--- src/rtl/timer_alarm_if.sv ---
// Handshake bundle between the alarm block and its controller / upstream 100us timer.
interface timer_alarm_if;
    logic        arm;
    logic [15:0] delta;
    logic        cancel;
    logic        ack;
    logic        timer_read;
    logic [15:0] timer_count;
    logic        busy;
    logic        irq;
    logic        err;
    logic [15:0] deadline;

    modport master (
        output arm, delta, cancel, ack, timer_count,
        input  timer_read, busy, irq, err, deadline
    );

    modport slave (
        input  arm, delta, cancel, ack, timer_count,
        output timer_read, busy, irq, err, deadline
    );
endinterface

--- src/rtl/timer_alarm.sv ---
// One-shot alarm against a free-running 16-bit 100us tick counter; fires once the
// count reaches or passes deadline = snapshot + delta, with wrap-safe comparison.
module timer_alarm #(
    parameter logic [15:0] MAX_DELTA = 16'd32767
) (
    input  logic          clk,
    input  logic          reset,
    timer_alarm_if.slave  bus
);

    typedef enum logic [2:0] {
        IDLE  = 3'd0,
        SNAP  = 3'd1,
        LATCH = 3'd2,
        ARMED = 3'd3,
        FIRED = 3'd4
    } state_t;

    state_t      state;
    state_t      state_nx;
    logic [15:0] delta_q;
    logic [15:0] deadline_q;
    logic        err_q;
    logic        delta_ok;
    logic        arm_ok;
    logic        fire;

    // Modular distance read as signed: non-negative means reached or passed,
    // valid as long as the alarm is serviced within half the counter range.
    function automatic logic reached(input logic [15:0] count, input logic [15:0] target);
        logic signed [15:0] lag;
        lag = signed'(count - target);
        return (lag >= 16'sd0);
    endfunction

    assign delta_ok = (bus.delta != 16'd0) && (bus.delta <= MAX_DELTA);
    assign arm_ok   = bus.arm && delta_ok;
    assign fire     = reached(bus.timer_count, deadline_q);

    always_ff @(posedge clk or negedge reset) begin
        if (!reset) begin
            state <= IDLE;
        end else begin
            state <= state_nx;
        end
    end

    always_comb begin
        state_nx = state;
        unique case (state)
            IDLE:    if (arm_ok) state_nx = SNAP;
            SNAP:    state_nx = bus.cancel ? IDLE : LATCH;
            LATCH:   state_nx = bus.cancel ? IDLE : ARMED;
            ARMED: begin
                if (bus.cancel)  state_nx = IDLE;
                else if (fire)   state_nx = FIRED;
            end
            FIRED:   if (bus.ack) state_nx = IDLE;
            default: state_nx = IDLE;
        endcase
    end

    always_ff @(posedge clk or negedge reset) begin
        if (!reset) begin
            delta_q    <= 16'd0;
            deadline_q <= 16'd0;
            err_q      <= 1'b0;
        end else begin
            if ((state == IDLE) && bus.arm) begin
                err_q <= !delta_ok;
                if (delta_ok) delta_q <= bus.delta;
            end
            // Snapshot requested in SNAP is presented by the timer during LATCH.
            if ((state == LATCH) && !bus.cancel) begin
                deadline_q <= bus.timer_count + delta_q;
            end
        end
    end

    assign bus.timer_read = (state == SNAP) || (state == ARMED);
    assign bus.busy       = (state == SNAP) || (state == LATCH) || (state == ARMED);
    assign bus.irq        = (state == FIRED);
    assign bus.err        = err_q;
    assign bus.deadline   = deadline_q;

endmodule

--- src/flat_wrapper.sv ---
// flat-port wrapper written by rule: the top's interface ports become plain ports
module timer_alarm_flat 
#(
    parameter logic [15:0] MAX_DELTA = 16'd32767
)
  (clk, reset, bus_arm, bus_delta, bus_cancel, bus_ack, bus_timer_count, bus_timer_read, bus_busy, bus_irq, bus_err, bus_deadline);
  timer_alarm_if bus_i ();
  input  logic clk;
  input  logic reset;
  input wire logic [$bits(bus_i.arm)-1:0] bus_arm;
  input wire logic [$bits(bus_i.delta)-1:0] bus_delta;
  input wire logic [$bits(bus_i.cancel)-1:0] bus_cancel;
  input wire logic [$bits(bus_i.ack)-1:0] bus_ack;
  input wire logic [$bits(bus_i.timer_count)-1:0] bus_timer_count;
  output wire logic [$bits(bus_i.timer_read)-1:0] bus_timer_read;
  output wire logic [$bits(bus_i.busy)-1:0] bus_busy;
  output wire logic [$bits(bus_i.irq)-1:0] bus_irq;
  output wire logic [$bits(bus_i.err)-1:0] bus_err;
  output wire logic [$bits(bus_i.deadline)-1:0] bus_deadline;
  assign bus_i.arm = bus_arm;
  assign bus_i.delta = bus_delta;
  assign bus_i.cancel = bus_cancel;
  assign bus_i.ack = bus_ack;
  assign bus_i.timer_count = bus_timer_count;
  assign bus_timer_read = bus_i.timer_read;
  assign bus_busy = bus_i.busy;
  assign bus_irq = bus_i.irq;
  assign bus_err = bus_i.err;
  assign bus_deadline = bus_i.deadline;
  timer_alarm #(.MAX_DELTA(MAX_DELTA)) u_core (.clk(clk), .reset(reset), .bus(bus_i));
endmodule
--- config.mk ---
export PLATFORM = sky130hd
export DESIGN_NAME = timer_alarm_flat
export DESIGN_NICKNAME = d
export VERILOG_FILES = /design/src/rtl/timer_alarm_if.sv /design/src/rtl/timer_alarm.sv /design/src/flat_wrapper.sv
export SDC_FILE = /design/constraint.sdc
export NUM_CORES = 1
export LEC_CHECK = 0
export CAP_MARGIN = 20
export CORE_ASPECT_RATIO = 0.7
export CORE_UTILIZATION = 50
export DETAILED_ROUTE_END_ITERATION = 8
export GPL_TIMING_DRIVEN = 1
export PLACE_DENSITY = 0.8
export SETUP_SLACK_MARGIN = 0.05
export SKIP_CTS_REPAIR_TIMING = 1
export SYNTH_ARGS = -nofsm -noshare
export SYNTH_HDL_FRONTEND = slang
export SYNTH_SLANG_ARGS = --single-unit
--- constraint.sdc ---
create_clock -name clk -period 2.5 [get_ports clk]
set_input_delay 0.5 -clock clk [delete_from_list [all_inputs] [get_ports clk]]
set_output_delay 0.5 -clock clk [all_outputs]
set_load 0.05 [all_outputs]
==> flow_metrics.env, run 1 <==
export IMPL_combPwrFrac_pct=63.1
export IMPL_fin_util_pct=74.92
export IMPL_status="finished clean"
export IMPL_grt_first_pass_wirelength_mm=9.811
export IMPL_cts_root_buffer="clkbuf_8"
export IMPL_maxCapViolCount=0
export IMPL_hold_violations=0
export IMPL_timing_final_crit_share_pct=94.18
export IMPL_leakage_nw=1.541
export IMPL_worstReg2RegStart="u_core.bus.deadline[1]"
export IMPL_insertedDiodeCount=0
export IMPL_final_cell_mix="53 x clkdlybuf4s50_1, 36 x dfrtp_1, 28 x ha_1"
export IMPL_p_switching_mw=1.952
export IMPL_path_clk_slew_ns=0.07
export IMPL_via_count=2145
export IMPL_initial_utilization_pct=54.22
export IMPL_clkPwrFrac_pct=12.4
export IMPL_start_kind="primary input"
export IMPL_rows=20
export IMPL_numPortBuffers=56
export IMPL_core_area_mm2=0.004504
export IMPL_die_width_um=85.54
export IMPL_clock_path_buffers=2
export IMPL_synthesis_nets=319
export IMPL_clock_sinks=36
export IMPL_syn_to_final_growth_pct=38.17
export IMPL_final_fill_count=344
export IMPL_setup_viol=0
export IMPL_drv_slew=0
export IMPL_grt_use_total_pct=24.92
export IMPL_routed_wl_mm=5.958
export IMPL_cts_buffers=5
export IMPL_synth_seq_cells=36
export IMPL_place_congestion=0.8342
export IMPL_intPower_mw=2.320
export IMPL_syn_area_mm2=0.002442
export IMPL_fin_area_mm2=0.003374
export IMPL_grt_pass1_vias=2130
export IMPL_grt_overflow=0
export IMPL_clk_latency_ns=0.30
export IMPL_drt_iter0_markers=97
export IMPL_ys_seq_area_share_pct=36.89
export IMPL_ir_worst_vdd_mv=0.6537
export IMPL_dp_slack_ns=-0.3696
export IMPL_num_nets_final=398
export IMPL_cp_required_ns=2.69
export IMPL_clock_fmax_mhz=424.7
export IMPL_power_density_mw_per_mm2=1266
export IMPL_rsz0062_at_grt="no"
export IMPL_drtAntennaViolNets=0
export IMPL_final_cells=386
export IMPL_dp_cells=378
export IMPL_die_h_um=60.48
export IMPL_hp_start="u_core.delta_q[15]"
export IMPL_crit_path_end_kind="flip-flop"
export IMPL_final_common_cell="clkdlybuf4s50_1"
export IMPL_antenna_found_initial=0
export IMPL_switching_share_pct=45.69
export IMPL_syn_inst=251
export IMPL_seqPwrFrac_pct=24.5
export IMPL_fin_total_pwr_mw=4.272
export IMPL_num_io_pins=57
export IMPL_htree_levels=2
export IMPL_post_drt_wl_per_cell_um=15.44
export IMPL_drive_gt1_share_pct=17.82
export IMPL_arrival_ns=2.54
export IMPL_cp_max_fo=3
export IMPL_hpwl_mm=4.571
export IMPL_tightest_slew_ns=0.5091
export IMPL_post_route_drc_count=0
export IMPL_skew_ns=0.008110
export IMPL_layout_setup_ws_ns=0.1456
export IMPL_detail_route_first_pass_iterations=4
export IMPL_crit_start="bus_timer_count[3]"
export IMPL_period_needed_ns=2.354
export IMPL_relSlewSlack_pct=66.01
export IMPL_grt_max_degree=37
export IMPL_holdCritPathClass="reg -> reg"
export IMPL_cts_tree="yes"
export IMPL_yosys_cell_types_count=43
export IMPL_path_class="in -> reg"
export IMPL_via_per_inst=5.557
export IMPL_avgSynthCellArea_um2=9.730
export IMPL_placed_cell_area_mm2=0.003212
export IMPL_dieArea_mm2=0.005173
export IMPL_synth_warnings=0
-- metrics by stage --
stage	hold WS, ns	TNS (ns)
after floorplan	0.2044	0
after global placement	0.4874	-2.537
after detailed placement	0.4958	-2.910
after CTS	0.5176	-0.1200
after global routing	0.5316	0
final	0.5107	0
-- logic make-up (layout without fill, tap and decap cells) --
kind of cell / after synthesis / count (layout) / share of synthesized area [%]
adders and majority gates: 31 / 31 / 16.19
DFF: 36 / 36 / 36.89
AOI/OAI and AO/OA: 66 / 66 / 17.42
muxes: 16 / 16 / 7.377
and+or+nand+nor: 60 / 60 / 12.50
xor gates and xnor gates: 15 / 15 / 5.379
buffers and inverters: 27 / 107 / 4.252
-- worst paths after layout --
| path | endpoint | slack, ns | depth (start not counted) |
|---|---|---|---|
| setup / recovery | u_core.state[2] | 0.15 | 9 |
| hold / removal | u_core.delta_q[15] | 0.51 | 1 |
| setup reg to reg | u_core.state[2] | 0.25 | 10 |
| hold reg to reg | u_core.delta_q[15] | 0.51 | 1 |
| max in group asynchronous | u_core.delta_q[12] | 1.53 | 2 |
| min in group asynchronous | u_core.bus.deadline[2] | 0.63 | 2 |
-- final cells by class --
| cell class | count | area, µm² | area share (%) |
|---|---|---|---|
| clock buffers | 5 | 68.82 | 2.039 |
| clock inverters | 3 | 42.54 | 1.261 |
| inverters | 21 | 78.83 | 2.336 |
| multi-input cells | 188 | 1481 | 43.90 |
| flip-flops and latches | 36 | 900.9 | 26.70 |
| well taps | 55 | 68.82 | 2.039 |
| repair buffers | 78 | 733.2 | 21.73 |
-- worst max-delay path, cell delays in order --
cell,delay [ns]
clkdlybuf4s50_1,0.46
ha_4,0.29
o211ai_1,0.13
a2111o_1,0.44
o211ai_1,0.14
a21oi_2,0.12
xnor2_1,0.14
buf_4,0.15
a22o_1,0.17
-- power by group through the flow --
stage	clock (mW)	combinational [mW]	sequential [mW]
floorplan	0	1.40	1.42
detailed placement	0	2.60	1.06
finish	0.529	2.69	1.05
CTS	0.538	2.62	1.05
global placement	0	2.53	1.05
global route	0.566	2.94	1.09
-- registers in the layout, indices dropped and copies added (netlist names) --
register / count
u_core.bus.deadline: 16
u_core.bus.err: 1
u_core.delta_q: 16
u_core.state: 3
-- metal layers --
metal / track usage (%) / routed length, µm
met5: 0 / 0
met3: 6.395 / 331
met1: 32.59 / 2908
met4: 7.381 / 82
met2: 41.83 / 2636
-- cell usage after synthesis --
cell | instances | area [µm²]
a31oi_1 | 2 | 12.51
o21ai_2 | 1 | 8.760
o31ai_1 | 2 | 15.01
nand2b_1 | 5 | 31.28
inv_1 | 21 | 78.83
a221oi_1 | 1 | 8.760
nand3b_1 | 1 | 7.510
a22o_1 | 1 | 8.760
and4_1 | 1 | 8.760
clkbuf_1 | 4 | 15.01
nor2b_1 | 5 | 31.28
a21o_1 | 4 | 30.03
nor3b_1 | 3 | 22.52
and2_1 | 2 | 12.51
xor2_1 | 6 | 52.55
a41oi_1 | 1 | 8.760
buf_2 | 2 | 10.01
o21a_1 | 3 | 22.52
nand4_1 | 1 | 6.260
a221oi_2 | 1 | 15.01
a211oi_1 | 5 | 37.54
mux2_2 | 16 | 180.2
nor4_1 | 3 | 18.77
nor3_1 | 3 | 15.01
o21bai_1 | 1 | 7.510
or3_1 | 3 | 18.77
dfrtp_1 | 36 | 900.9
or4b_1 | 1 | 10.01
a21oi_2 | 1 | 8.760
a211o_1 | 1 | 8.760
a21oi_1 | 15 | 75.07
o221ai_2 | 1 | 15.01
nor2_1 | 5 | 18.77
ha_1 | 30 | 375.4
a2111o_1 | 1 | 11.26
o211ai_1 | 2 | 15.01
o21ai_0 | 17 | 85.08
nand3_1 | 2 | 10.01
xnor2_1 | 9 | 78.83
o21ai_1 | 5 | 25.02
o22ai_1 | 1 | 6.260
fa_1 | 1 | 20.02
nand2_1 | 25 | 93.84
Note: power is estimated with default switching activity, not from simulation.
==> run 2: changes to the inputs <==
--- a/config.mk
+++ b/config.mk
@@ -5,12 +5,13 @@
 export SDC_FILE = /design/constraint.sdc
 export NUM_CORES = 1
 export LEC_CHECK = 0
+export ABC_AREA = 1
 export CAP_MARGIN = 20
 export CORE_ASPECT_RATIO = 0.7
 export CORE_UTILIZATION = 50
 export DETAILED_ROUTE_END_ITERATION = 8
 export GPL_TIMING_DRIVEN = 1
-export PLACE_DENSITY = 0.8
+export PLACE_DENSITY = 0.79
 export SETUP_SLACK_MARGIN = 0.05
 export SKIP_CTS_REPAIR_TIMING = 1
 export SYNTH_ARGS = -nofsm -noshare
==> flow_metrics.env, run 2 <==
export IMPL_htree_levels=2
export IMPL_yosys_cell_types_count=33
export IMPL_drtAntennaViolNets=0
export IMPL_antenna_found_initial=0
export IMPL_crit_path_end_kind="output pin"
export IMPL_clkPwrFrac_pct=12.1
export IMPL_insertedDiodeCount=0
export IMPL_place_congestion=0.8925
export IMPL_path_cells="nor2_2 > inv_2 > nor2_1 > clkdlybuf4s50_1"
export IMPL_critPathBufInv=2
export IMPL_p_switching_mw=2.099
export IMPL_cts_root_buffer="clkbuf_8"
export IMPL_detail_route_first_pass_iterations=4
export IMPL_cp_top_family="buffers and inverters"
export IMPL_via_per_inst=4.972
export IMPL_clock_path_buffers=2
export IMPL_cts_buffers=5
export IMPL_async_reset_ff_share_pct=100.0
export IMPL_yosys_area_top_type="dfrtp_1"
export IMPL_status="finished clean"
export IMPL_clock_sinks=36
export IMPL_drive_gt1_share_pct=6.221
export IMPL_start_kind="flip-flop"
export IMPL_ys_top_cells_by_count="129 x nand2_1, 46 x inv_1, 36 x dfrtp_1"
export IMPL_path_clk_slew_ns=0.07
export IMPL_leakage_nw=1.772
export IMPL_num_io_pins=57
export IMPL_synth_flop_cell="dfrtp_1"
export IMPL_cp_max_fo=3
export IMPL_cp_num_cells=4
export IMPL_post_drt_wl_per_cell_um=12.42
export IMPL_core_area_mm2=0.004940
export IMPL_synthesis_nets=437
export IMPL_grt_overflow=0
export IMPL_cts_tree="yes"
export IMPL_ir_worst_vdd_mv=0.7365
export IMPL_yosysMostFrequentCell="nand2_1"
export IMPL_grt_max_degree=37
export IMPL_drv_slew=0
export IMPL_finalSetupTns_ns=0
export IMPL_power_density_mw_per_mm2=1236
export IMPL_relSlewSlack_pct=64.36
export IMPL_rsz0062_at_grt="no"
export IMPL_num_nets_final=501
export IMPL_synth_seq_cells=36
export IMPL_path_class="reg -> out"
export IMPL_combPwrFrac_pct=63.4
export IMPL_die_width_um=89.20
export IMPL_period_needed_ns=2.342
export IMPL_tightest_slew_ns=0.5329
export IMPL_dp_slack_ns=-0.06673
export IMPL_min_path_cells=2
export IMPL_numPortBuffers=56
export IMPL_grt_pass1_vias=2400
export IMPL_hold_ws_ns=0.4820
export IMPL_ys_seq_area_share_pct=33.85
export IMPL_final_common_cell="nand2_1"
export IMPL_avgSynthCellArea_um2=7.212
export IMPL_crit_slowest_cell="clkdlybuf4s50_1"
export IMPL_syn_inst=369
export IMPL_worstRegToRegCells=13
export IMPL_initial_utilization_pct=53.88
export IMPL_arrival_ns=1.84
export IMPL_final_cell_mix="129 x nand2_1, 56 x clkdlybuf4s50_1, 46 x inv_1"
export IMPL_synth_edf_count=0
export IMPL_clock_fmax_mhz=427.0
export IMPL_syn_area_mm2=0.002661
export IMPL_via_count=2501
export IMPL_drt_iter0_markers=145
export IMPL_hold_violations=0
export IMPL_layout_setup_ws_ns=0.1581
export IMPL_grt_first_pass_wirelength_mm=10.94
export IMPL_timing_final_crit_share_pct=93.68
export IMPL_syn_to_final_growth_pct=28.30
export IMPL_post_route_drc_count=0
export IMPL_maxCapViolCount=0
export IMPL_grt_use_total_pct=25.62
export IMPL_synthTopCellsByArea="dfrtp_1 34%, nand2_1 18%, ha_1 14%, inv_1 6.5%, a21oi_1 4.1%"
export IMPL_rows=21
export IMPL_routed_wl_mm=6.249
export IMPL_synth_top_area_share_pct=33.85
export IMPL_synth_warnings=0
export IMPL_die_h_um=63.04
export IMPL_setup_viol=0
export IMPL_cpPeakStageDelay_ns=0.82
export IMPL_skew_ns=0.007093
export IMPL_cp_required_ns=2.00
export IMPL_hpwl_mm=4.991
export IMPL_switching_share_pct=49.74
export IMPL_seqPwrFrac_pct=24.4
export IMPL_dieArea_mm2=0.005623
export IMPL_clk_latency_ns=0.29
export IMPL_holdCritPathClass="reg -> reg"
export IMPL_intPower_mw=2.121
==> run 2: path summary, 6_finish.rpt <==
| check | endpoint | slack, ns | from |
|---|---|---|---|
| setup / recovery | bus_irq | 0.16 | u_core.state[0] |
| hold / removal | u_core.delta_q[8] | 0.48 | u_core.delta_q[8] |
| setup reg to reg | u_core.bus.deadline[8] | 0.59 | u_core.delta_q[0] |
| hold reg to reg | u_core.delta_q[8] | 0.48 | u_core.delta_q[8] |
| max in group asynchronous | u_core.delta_q[1] | 1.55 | reset |
| min in group asynchronous | u_core.bus.deadline[5] | 0.61 | reset |
==> run 2: cells by family (layout without fill, tap and decap cells) <==
family	count (synthesis)	count (layout)	share of synthesized area, %
AND/OR/NAND/NOR	198	198	31.88
buffers and inverters	55	120	8.980
XOR/XNOR	4	4	1.317
flip-flops	36	36	33.85
adder cells (fa/ha/maj)	31	31	14.86
AO/OA/AOI/OAI	45	45	9.121
==> run 2: tightest hold or removal path, cell delays in order (launching register included) <==
cell and delay (ns):
dfrtp_1 0.35, nand2_1 0.05, nand2_1 0.05
==> run 2: area by class of cell <==
type	instances	area (µm²)
clock buffer	6	72.57
clock inverter	2	35.03
fill	429	1525
inverter	50	192.7
multi-input combinational	278	1521
sequential	36	900.9
tap	69	86.33
timing repair buffer	62	605.6
==> run 2: layer usage <==
layer / up-vias / routed length (µm) / track usage [%] / share of wire [%]
met3: 9 / 413 / 4.227 / 6.6
met1: 1108 / 3212 / 38.44 / 51
met2: 76 / 2537 / 37.79 / 41
li1: 1308 / - / - / -
met4: 0 / 87 / 7.143 / 1.4
met5: - / 0 / 0 / 0
==> run 2: metrics by stage <==
step | total power [mW] | std cells | cell area, µm² | utilization [%]
after global routing | 4.630 | 503 | 3415 | 69.12
after detailed placement | 3.694 | 495 | 3307 | 66.95
after floorplan | 2.937 | 369 | 2661 | -
after global placement | 3.632 | 495 | 3307 | 66.95
final | 4.220 | 503 | 3415 | 69.12
after CTS | 4.222 | 503 | 3415 | 69.12
==> run 2: power by group through the flow <==
| stage | logic, mW | registers, mW | clock network [mW] |
|---|---|---|---|
| finish | 2.68 | 1.03 | 0.512 |
| global route | 3.01 | 1.06 | 0.551 |
| CTS | 2.67 | 1.03 | 0.519 |
| detailed placement | 2.65 | 1.04 | 0 |
| global placement | 2.60 | 1.03 | 0 |
| floorplan | 1.48 | 1.46 | 0 |
==> run 3: changes to the inputs <==
--- a/config.mk
+++ b/config.mk
@@ -13,7 +13,6 @@
 export GPL_TIMING_DRIVEN = 1
 export PLACE_DENSITY = 0.79
 export SETUP_SLACK_MARGIN = 0.05
-export SKIP_CTS_REPAIR_TIMING = 1
 export SYNTH_ARGS = -nofsm -noshare
 export SYNTH_HDL_FRONTEND = slang
 export SYNTH_SLANG_ARGS = --single-unit
==> results of run 3 <==
No change in the layout: final DEF, timing and power equal those of run 2.
==> edit 1: new RTL, flow settings as in run 1 <==
Register the output `bus.irq`, without a reset; this adds one clock of latency there.
--- a/src/rtl/timer_alarm.sv
+++ b/src/rtl/timer_alarm.sv
@@ -79,7 +79,9 @@
 
     assign bus.timer_read = (state == SNAP) || (state == ARMED);
     assign bus.busy       = (state == SNAP) || (state == LATCH) || (state == ARMED);
-    assign bus.irq        = (state == FIRED);
+    always_ff @(posedge clk) begin
+        bus.irq <= (state == FIRED);
+    end
     assign bus.err        = err_q;
     assign bus.deadline   = deadline_q;
 
Formal check against the unedited RTL: not equivalent (a bounded check fails within 10 cycles, from zero or initial values and one cycle with reset low).
==> edit 1 against run 1 <==
  * First-iteration DRC count is 12% higher
  * Highest routed layer unchanged
  * Power is 0.23% higher
  * Sequential cell count is 1 higher
  * Register-to-register slack better by 0.11 ns
  * Setup slack worse by 0.0095 ns
  * Synthesized area is 0.82% higher
  * Die area is 0.80% higher
  * Design area is 1.5% higher
  * Wire length is 1.4% lower
  * Utilization is 0.72 points higher
  * Count of clock-buffer cells in the layout is 1 higher
==> edit 1: results (changes against run 1) <==
- Final HPWL DP: 4.61 mm (+0.80%)
- DRT iter0 DRCs: 109 (+12%)
- R2R setup slack: 0.36 ns (+0.11 ns)
- Crit-path slowest cell: clkdlybuf4s50_1
- Critical path's largest stage delay: 0.43 ns (-0.03 ns)
- Leakage Power: 1.55 nW (+0.27%)
- Worst hold margin: 0.507 ns (-0.00341 ns)
- Synthesized Nets: 320 (+0.31%)
- Arrival time worst endpoint: 2.56 ns (+0.02 ns)
- DR vias/cell: 5.30 (-4.5%)
- Actual slew at the worst max-slew pin: 0.512 ns (+0.00294 ns)
- Clk_skew: 0.00577 ns (-0.00234 ns)
- Netlist cell types: 44 (+2.3%)
- Crit path max fanout: 3 (unchanged)
- Net count reported at finish: 402 (+1.0%)
- First-pass GRT wire length: 9.51 mm (-3.1%)
- Routed len/inst: 14.7 um (-5.1%)
- Post-Place Cells: 392 (+3.7%)
- Clk Latency, worst-skew pair: 0.30 ns (about the same)
- Largest cells by area after synthesis: dfrtp_1 (37%), ha_1 (15%), mux2_2 (7.3%)
- Asr flop ratio synth: 97.3% (-2.7 points)
- Vias in the first global route: 1,993 (-6.4%)
- Max VDD drop: 0.875 mV (+34%)
- Avg Cell Area, Syn: 9.77 um^2 (+0.42%)
- Placed standard-cell area: 3270 um^2 (+1.9%)
- GRT Overall Usage: 25.0% (+0.045 points)
- Status: finished clean
- Placement Setup Slack: -0.350 ns (+0.0200 ns)
- Fraction of final layout cells sized beyond drive strength 1: 18.8% (+0.98 points)
- Fillers: 333 (-3.2%)
- Routability cong.: 0.838 (+0.50%)
- Sequential share of the synthesized area: 37.4% (+0.51 points)
- Int Power: 2.31 mW (-0.56%)
- R2R cell count: 10 (unchanged)
- Vias after detailed routing: 2,127 (-0.84%)
edit 1: worst max path at each step:
stage                       start                       to  slack [ns]  cells after the start
5_1_grt        bus_timer_count[3]  u_core.bus.deadline[15]        0.03                     10
3_3_place_gp   bus_timer_count[0]  u_core.bus.deadline[14]       -0.34                     11
6_report       bus_timer_count[5]  u_core.bus.deadline[15]        0.14                      9
2_1_floorplan  bus_timer_count[0]  u_core.bus.deadline[14]        0.27                     10
3_5_place_dp   bus_timer_count[0]  u_core.bus.deadline[12]       -0.35                     12
4_1_cts        bus_timer_count[0]  u_core.bus.deadline[12]       -0.08                     12
edit 1: layer usage:
layer	vias to the layer above	wire [um]	GRT usage [%]
li1	1065	-	-
met1	999	2950	33.6
met2	57	2580	40.6
met3	6	285	6.67
met4	0	57	6.90
met5	-	0	0
edit 1: logic make-up after synthesis:
logic type / Yosys count / synth area share [%]
compound gates: 66 / 17.3
xor+xnor: 15 / 5.34
fa+ha+maj: 31 / 16.1
buf+inv: 27 / 4.22
flops: 37 / 37.4
mux: 16 / 7.32
simple gates: 60 / 12.4
edit 1: area by class of cell:
type,count,area [um^2],area share [%]
Sequential cell,37,921,26.9
Clock buffer,6,72.6,2.12
Multi-Input combinational cell,188,1490,43.5
Tap cell,66,82.6,2.41
Inverter,21,78.8,2.30
Clock inverter,2,15.0,0.438
Timing Repair Buffer,81,766,22.4
edit 1: power by group through the flow:
| stage | Sequential [mW] | Combinational (mW) | Clock (mW) |
|---|---|---|---|
| 2_1_floorplan | 1.45 | 1.39 | 0 |
| 3_3_place_gp | 1.06 | 2.58 | 0 |
| 3_5_place_dp | 1.08 | 2.66 | 0 |
| 4_1_cts | 1.07 | 2.68 | 0.441 |
| 5_1_grt | 1.10 | 3.01 | 0.468 |
| 6_report | 1.07 | 2.78 | 0.433 |
==> edit 2: new RTL, settings of run 1 <==
Without the edit above. `MAX_DELTA` is set to 16'd32767 in 2 places; all go to 16'd16383.
--- a/src/rtl/timer_alarm.sv
+++ b/src/rtl/timer_alarm.sv
@@ -1,7 +1,7 @@
 // One-shot alarm against a free-running 16-bit 100us tick counter; fires once the
 // count reaches or passes deadline = snapshot + delta, with wrap-safe comparison.
 module timer_alarm #(
-    parameter logic [15:0] MAX_DELTA = 16'd32767
+    parameter logic [15:0] MAX_DELTA = 16'd16383
 ) (
     input  logic          clk,
     input  logic          reset,
--- a/src/flat_wrapper.sv
+++ b/src/flat_wrapper.sv
@@ -1,7 +1,7 @@
 // flat-port wrapper written by rule: the top's interface ports become plain ports
 module timer_alarm_flat 
 #(
-    parameter logic [15:0] MAX_DELTA = 16'd32767
+    parameter logic [15:0] MAX_DELTA = 16'd16383
 )
   (clk, reset, bus_arm, bus_delta, bus_cancel, bus_ack, bus_timer_count, bus_timer_read, bus_busy, bus_irq, bus_err, bus_deadline);
   timer_alarm_if bus_i ();
Formal check against the unedited RTL: not equivalent (Yosys sat finds a counterexample within 4 cycles, from zero or initial values and one cycle with reset low).
==> edit 2 against run 1 <==
  * Sequential cell count stayed put
  * Wire length is 1.5% higher
  * Worst hold slack worse by 0.0046 ns
  * Count of clock-buffer cells in the layout is 1 higher
  * Setup slack worse by 0.039 ns
  * Power is 11% lower
  * Design area is 2.7% higher
  * Clock power is 3% lower
  * Critical path depth is 1 lower
  * Synthesized area is 2.2% higher
  * Sequential share of layout area is 0.70 points lower
  * Maximum frequency is 1.6% lower
==> edit 2: results (changes against run 1) <==
- Mux cell area share after synthesis: 7.17% (-0.21 points)
- R2R cell count: 7 (-3)
- Largest net degree at the start of global routing: 37 (unchanged)
- Post-synth top flop: dfrtp_1
- Leakage Power: 1.61 nW (+4.8%)
- R2R setup slack: 0.24 ns
- Actual slew at the worst max-slew pin: 0.503 ns (-0.00623 ns)
- Netlist cell types: 45 (+4.7%)
- Synthesized Nets: 322 (+0.94%)
- Clock-pin slew on the worst setup and hold paths: 0.07 ns (about the same)
- Int Power: 2.11 mW (-9.1%)
- Number of buffers created by CTS: 5 (unchanged)
- Clock Tree Buf Depth: 2 (unchanged)
- Crit-path slowest cell: a2111oi_4
- H-tree depth reported by CTS: 2 (unchanged)
- Commonest cells post-synth: dfrtp_1 (36), ha_1 (30), nand2_1 (22), inv_1 (21), o21ai_0 (21)
- Asr flop ratio synth: 100% (unchanged)
- Tmin final: 2.39 ns (+0.0388 ns)
- Vias in the first global route: 1,992 (-6.5%)
- Ys Warns: 0 (unchanged)
- Drt total wl: 6.05 mm (+1.5%)
- Hold path depth: 1 (unchanged)
- # diodes: 0 (unchanged)
- Buffers on Ports: 56 (unchanged)
- DR vias/cell: 5.35 (-3.8%)
- Crit path max fanout: 4 (+1)
- Clk Latency, worst-skew pair: 0.30 ns (about the same)
- First-pass GRT wire length: 9.56 mm (-2.5%)
- GRT Overall Usage: 24.7% (-0.19 points)
- Vias after detailed routing: 2,176 (+1.4%)
- CP top delay family: compound AO/OA/AOI/OAI gates
- Avg Cell Area, Syn: 9.82 um^2 (+0.95%)
- Clk_skew: 0.00763 ns (-0.000483 ns)
- Routability cong.: 0.860 (+3.1%)
- Adder-cell area share of the yosys netlist: 15.8% (-0.34 points)
- Placed standard-cell area: 3300 um^2 (+2.8%)
- Final HPWL DP: 4.71 mm (+3.0%)
- Placement Setup Slack: -0.326 ns (+0.0432 ns)
- Max VDD drop: 0.567 mV (-13%)
- DR pass1 iterations: 4 (unchanged)
- Post-Place Cells: 398 (+5.3%)
- Status: finished clean
- Worst min path class: reg2reg
- Worst hold margin: 0.506 ns (-0.00458 ns)
- DRT iter0 DRCs: 166 (+71%)
- Arrival time worst endpoint: 2.57 ns (+0.03 ns)
- Complex-gate fraction of the synthesized area: 19.7% (+2.2 points)
- Net count reported at finish: 405 (+1.8%)
- Largest cells by area after synthesis: dfrtp_1 (36%), ha_1 (15%), mux2_2 (6.8%)
- Main combinational cell family by area after synthesis: compound AO/OA/AOI/OAI gates
- Fillers: 378 (+9.9%)
- Synth Area in XOR/XNOR: 5.27% (-0.11 points)
- Critical path's largest stage delay: 0.48 ns (+0.02 ns)
- Fraction of final layout cells sized beyond drive strength 1: 17.8% (-0.073 points)
- Sequential share of the synthesized area: 36.1% (-0.78 points)
- Clk root buf: clkbuf_8
- Top cell type's share of synthesized area: 36.1% (-0.78 points)
- Initial antenna violation count: 0 (unchanged)
==> edit 2: cell families after synthesis <==
| family | after synthesis |
|---|---|
| AO/OA/AOI/OAI | 72 |
| XOR/XNOR | 15 |
| adder cells (fa/ha/maj) | 31 |
| buffers and inverters | 26 |
| flip-flops | 36 |
| multiplexers | 16 |
| AND/OR/NAND/NOR | 58 |
==> edit 2: worst paths after layout <==
check / start / to
setup / recovery: bus_timer_count[2] / u_core.bus.deadline[11]
hold / removal: u_core.bus.err / u_core.bus.err
setup reg to reg: u_core.delta_q[1] / u_core.bus.deadline[11]
hold reg to reg: u_core.bus.err / u_core.bus.err
max in group asynchronous: reset / u_core.delta_q[4]
min in group asynchronous: reset / u_core.bus.deadline[6]
==> edit 2: cell type report <==
class | instances | area (um^2) | area share (%)
Clock buffer | 6 | 72.6 | 2.09
Clock inverter | 2 | 35.0 | 1.01
Inverter | 21 | 78.8 | 2.27
Multi-Input combinational cell | 192 | 1540 | 44.3
Sequential cell | 36 | 901 | 26.0
Tap cell | 69 | 86.3 | 2.49
Timing Repair Buffer | 81 | 756 | 21.8
==> edit 2: power groups by stage <==
stage / Sequential [mW] / Combinational, mW / Clock (mW)
6_report: 0.977 / 2.33 / 0.514
5_1_grt: 1.01 / 2.53 / 0.564
4_1_cts: 0.975 / 2.26 / 0.526
3_5_place_dp: 0.985 / 2.24 / 0
3_3_place_gp: 0.977 / 2.18 / 0
2_1_floorplan: 1.38 / 1.07 / 0
==> edit 2: routing by layer <==
layer	GRT usage, %	part of all wire, %	up-vias
li1	-	-	1086
met3	6.97	6.7	6
met2	36.7	41	72
met5	0	0	-
met4	7.14	1.2	0
met1	35.5	51	1012
==> edit 2: worst register-to-register path, delay by kind of cell (launching register included) <==
family / cells / cell delay (ns)
compound gates: 5 / 1.21
xor+xnor: 1 / 0.21
fa+ha+maj: 1 / 0.32
flops: 1 / 0.42
